==> config.mk <==
export PLATFORM = sky130hd
export DESIGN_NAME = imm_narrow_32to28
export DESIGN_NICKNAME = d
export VERILOG_FILES = /design/src/rtl/imm_narrow_32to28.sv
export SDC_FILE = /design/constraint.sdc
export NUM_CORES = 1
export LEC_CHECK = 0
export CAP_MARGIN = 40
export CORE_MARGIN = 2
export CORE_UTILIZATION = 50
export CTS_BUF_LIST = sky130_fd_sc_hd__clkbuf_8
export DETAILED_ROUTE_END_ITERATION = 7
export PLACE_DENSITY = 0.9
export SYNTH_ARGS = -nofsm -noshare
export SYNTH_HDL_FRONTEND = slang
export SYNTH_SLANG_ARGS = --single-unit
==> constraint.sdc <==
create_clock -name clk -period 2.5 [get_ports clk]
set_input_delay 0.25 -clock clk [delete_from_list [all_inputs] [get_ports clk]]
set_output_delay 0.25 -clock clk [all_outputs]
set_load 0.1 [all_outputs]
==> src/rtl/imm_narrow_32to28.sv <==
// Narrows a signed IN_W value to an OUT_W immediate field with overflow flag, behind a 2-entry skid stage.
// Optional build macro IMM_NARROW_SATURATE_EN clamps overflowing values instead of truncating them.
module imm_narrow_32to28 #(
  parameter int IN_W  = 32,
  parameter int OUT_W = 28,
  parameter int CNT_W = 16
) (
  input  logic             clk,
  input  logic             rst_n,
  input  logic             in_valid,
  output logic             in_ready,
  input  logic [IN_W-1:0]  in_data,
  output logic             out_valid,
  input  logic             out_ready,
  output logic [OUT_W-1:0] out_data,
  output logic             out_ovf,
  input  logic             clr_count,
  output logic [CNT_W-1:0] ovf_count
);

  localparam int HI_W = IN_W - OUT_W + 1;

  logic [HI_W-1:0]  w_upper;
  logic             w_fits;
  logic             w_ovf;
  logic             w_sign;
  logic [OUT_W-1:0] w_narrow;
  logic             w_accept;
  logic             w_outFree;

  logic             r_outValid;
  logic [OUT_W-1:0] r_outData;
  logic             r_outOvf;
  logic             r_skidValid;
  logic [OUT_W-1:0] r_skidData;
  logic             r_skidOvf;
  logic [CNT_W-1:0] r_count;

  // The value fits when every bit from the MSB down to the field's sign bit agrees.
  assign w_upper = in_data[IN_W-1:OUT_W-1];
  assign w_fits  = (&w_upper) | ~(|w_upper);
  assign w_ovf   = ~w_fits;
  assign w_sign  = in_data[IN_W-1];

`ifdef IMM_NARROW_SATURATE_EN
  assign w_narrow = w_ovf ? (w_sign ? {1'b1, {(OUT_W-1){1'b0}}}
                                    : {1'b0, {(OUT_W-1){1'b1}}})
                          : in_data[OUT_W-1:0];
`else
  assign w_narrow = in_data[OUT_W-1:0];
`endif

  assign w_accept  = in_valid & ~r_skidValid;
  assign w_outFree = ~r_outValid | out_ready;

  // The skid entry always has priority over new input so ordering is preserved;
  // new input is never accepted while the skid entry is occupied.
  always_ff @(posedge clk or negedge rst_n) begin
    if (!rst_n) begin
      r_outValid  <= 1'b0;
      r_outData   <= '0;
      r_outOvf    <= 1'b0;
      r_skidValid <= 1'b0;
      r_skidData  <= '0;
      r_skidOvf   <= 1'b0;
    end else if (w_outFree) begin
      if (r_skidValid) begin
        r_outValid  <= 1'b1;
        r_outData   <= r_skidData;
        r_outOvf    <= r_skidOvf;
        r_skidValid <= 1'b0;
      end else if (w_accept) begin
        r_outValid <= 1'b1;
        r_outData  <= w_narrow;
        r_outOvf   <= w_ovf;
      end else begin
        r_outValid <= 1'b0;
      end
    end else if (w_accept) begin
      r_skidValid <= 1'b1;
      r_skidData  <= w_narrow;
      r_skidOvf   <= w_ovf;
    end
  end

  always_ff @(posedge clk or negedge rst_n) begin
    if (!rst_n) begin
      r_count <= '0;
    end else if (clr_count) begin
      r_count <= '0;
    end else if (w_accept && w_ovf && !(&r_count)) begin
      r_count <= r_count + CNT_W'(1);
    end
  end

  assign in_ready  = ~r_skidValid;
  assign out_valid = r_outValid;
  assign out_data  = r_outData;
  assign out_ovf   = r_outOvf;
  assign ovf_count = r_count;

endmodule

==> results.ini <==
[detailed_routing]
vias_per_cell = 5.400
met2_length_mm = 3.690
wl_met1_mm = 3.150
vias = 2554
ant_nets = 0
wl_met3_um = 512
drt_first_pass_iters = 4
wl_per_cell_um = 15.70
top_layer_used = met4
drt-initial-drc-count = 133
wirelength_mm = 7.427
drc = 0

[cts]
clock-root-buffer = clkbuf_8
cts_hold_buf = 1
path_clk_slew_ps = 80
cts_sinks = 76
cts_resized = 0
cts.path.max_buffers = 2
clock_latency_ps = 350
cts_tree = built
postCtsSetupBuffers = 0
cts_buffers = 9
cts_max_level = 3

[synthesis]
netlist_instances = 301
synthMuxAreaShare = 0.1989
synthTopCellsByArea = dfrtp_1 (55%), mux2_2 (10%), mux2i_1 (9.3%)
synth_area_um2 = 3441
synth_seq_cells = 76
synthFlopType = dfrtp_1
synth_top_area_cell = dfrtp_1
syn_area_per_cell_um2 = 11.43
synthAdderAreaFrac = 0.003636
synth_commonest_cells = dfrtp_1 (76), nor2_1 (52), mux2i_1 (32), a21oi_1 (31), mux2_2 (31)
synth_xor_area_frac = 0.02291
ys_seq_area_frac = 0.5527
ys_warn_count = 0
synthArstFlopShare = 1.000
syn-num-nets = 339
synth_edf_count = 0
netlist.area_leader.share = 0.5527
synth-simple-area-share = 0.1440
ys_types = 31
synth_top_family_by_area = multiplexers
synthMostInstantiatedCell = dfrtp_1
synth-compound-area-share = 0.05600

[die]
fp.dieW_um = 86.96
core-area_um2 = 6719
initial_utilization = 0.5121
die-area_um2 = 7561
rows = 30
ios = 84
die_y_um = 86.96

[pwr]
ir_drop_v = 0.0007287
p_per_area_nw_per_um2 = 883.8
power_leakage_nw = 1.918

[outcome]
outcome = finished clean

[worst_hold_path]
min_path_type = primary input to asynchronous set/reset pin

[placement]
hpwl_mm = 5.311
place_congestion = 0.8062
placed_cell_area_um2 = 4268
io_buffers = 83
pre_cts_ws_ps = 276.1

[setup_path]
cp.required_ps = 2730
crit_fanout = 6
end_kind = flip-flop
r2r_cells = 6
critPathLaunchType = flip-flop
worst_ep_arrival_time_ps = 2150
reg2reg_slack_ps = 580
reg2reg_to = ovf_count[3]$_DFFE_PN0P_
r2r-start = ovf_count[0]$_DFFE_PN0P_
crit_type = flip-flop to flip-flop

[flow_run]
drv_cap = 0

[global_routing]
grt_remaining_overflow = 0
antenna_found_initial = 0
grt_pass1_wl_mm = 12.80
grt_pass1_vias = 2597
grt_start_max_net_pins = 57
track_usage = 0.2165

[final_layout]
drive_gt1_frac = 0.2926
syn2layout_area_growth_pct = 30.80
fill_cells = 508
fin_nets = 426
fin_area_um2 = 4501
diodes = 0

[timing]
finClkSkew_ps = 5.511
finalMaxSlewViolations = 0
worst_pin_slew_ps = 707.2
fmax_ghz = 0.5221
setup_viol = 0
worst_slack_ps = 584.8
final_hold_viol_count = 0
rsz0062_at_grt = false
maxSlewHeadroom = 0.5286
fin_crit_ps = 1915
finalCritPeriodShare = 0.7661
setup_tns_ps = 0

[sequential cells by signal, summed over array words and instances (netlist names)]
| signal | count |
|---|---|
| out_data | 28 |
| out_ovf | 1 |
| ovf_count | 16 |
| r_skidData | 28 |
| r_skidOvf | 1 |
| r_skidValid | 1 |
| out_valid | 1 |
[per-stage QoR]
stage	total power, W	hold WS [ps]	utilization	std cells
2_1_floorplan	0.002588	-45.59	-	301
3_3_place_gp	0.002909	343.0	0.6352	456
3_5_place_dp	0.002954	354.0	0.6352	456
4_1_cts	0.004012	511.3	0.6698	473
5_1_grt	0.004151	532.1	0.6698	473
6_report	0.003978	483.5	0.6698	473
[kinds of logic (layout without fill, tap and decap cells)]
| family | Yosys count | after routing |
|---|---|---|
| buf+inv | 18 | 110 |
| mux | 64 | 64 |
| xor+xnor | 9 | 9 |
| fa+ha+maj | 1 | 1 |
| compound gates | 37 | 37 |
| simple gates | 96 | 96 |
| flops | 76 | 76 |
[how the worst max path moves through the flow]
stage	slack [ps]	depth (start not counted)	end	start
6_report	580	6	ovf_count[3]$_DFFE_PN0P_	ovf_count[0]$_DFFE_PN0P_
5_1_grt	500	5	out_data[6]$_DFFE_PN0P_	r_skidValid$_DFFE_PN0P_
4_1_cts	580	6	ovf_count[3]$_DFFE_PN0P_	ovf_count[0]$_DFFE_PN0P_
3_5_place_dp	280	6	ovf_count[3]$_DFFE_PN0P_	in_data[27]
3_3_place_gp	290	6	ovf_count[3]$_DFFE_PN0P_	in_data[27]
2_1_floorplan	20	5	ovf_count[3]$_DFFE_PN0P_	ovf_count[7]$_DFFE_PN0P_
[cells in the final DEF, fill, tap and decap left out, types with 2 or more instances in the layout]
| cell | instances |
|---|---|
| a21oi_1 | 31 |
| buf_4 | 56 |
| bufinv_16 | 2 |
| clkbuf_8 | 9 |
| clkdlybuf4s50_1 | 35 |
| dfrtp_1 | 73 |
| dfrtp_2 | 3 |
| inv_6 | 2 |
| mux2_2 | 31 |
| mux2i_1 | 32 |
| nand2_1 | 8 |
| nand2b_1 | 3 |
| nand3_1 | 6 |
| nand4_1 | 6 |
| nor2_1 | 51 |
| nor2b_1 | 2 |
| nor3_2 | 2 |
| nor4_1 | 4 |
| nor4b_1 | 3 |
| o21ai_0 | 3 |
| or3_1 | 4 |
| xnor2_1 | 8 |
[cell type report]
type / count / area, um2 / share of cell area
inverters: 1 / 3.754 / 0.0008340
well taps: 80 / 100.1 / 0.02224
clock inverters: 7 / 98.84 / 0.02196
clock buffers: 9 / 123.9 / 0.02752
multi-input cells: 207 / 1468 / 0.3261
flip-flops and latches: 76 / 1906 / 0.4234
repair buffers: 93 / 800.8 / 0.1779
[where the power goes]
part	switching (W)	total, W	leakage (nW)	internal (W)
logic	0.000993	0.00136	0.905	0.000368
registers	0.000122	0.00156	0.903	0.00144
clock network	0.000488	0.00106	0.110	0.000569
total	0.00160	0.00398	1.92	0.00237
[critical path: stages, from the launching register on]
cell	delay (ps)
dfrtp_2	440
ha_1	230
nand4_1	220
nor4_4	300
nor3_2	100
and4_4	220
mux2_4	280
[routing by layer]
metal	up-vias	GRT usage
met3	7	0.07393
met1	1246	0.2748
li1	1228	-
met2	73	0.3518
met4	0	0.06392
met5	-	0
Power figures use the tool's default switching activity.
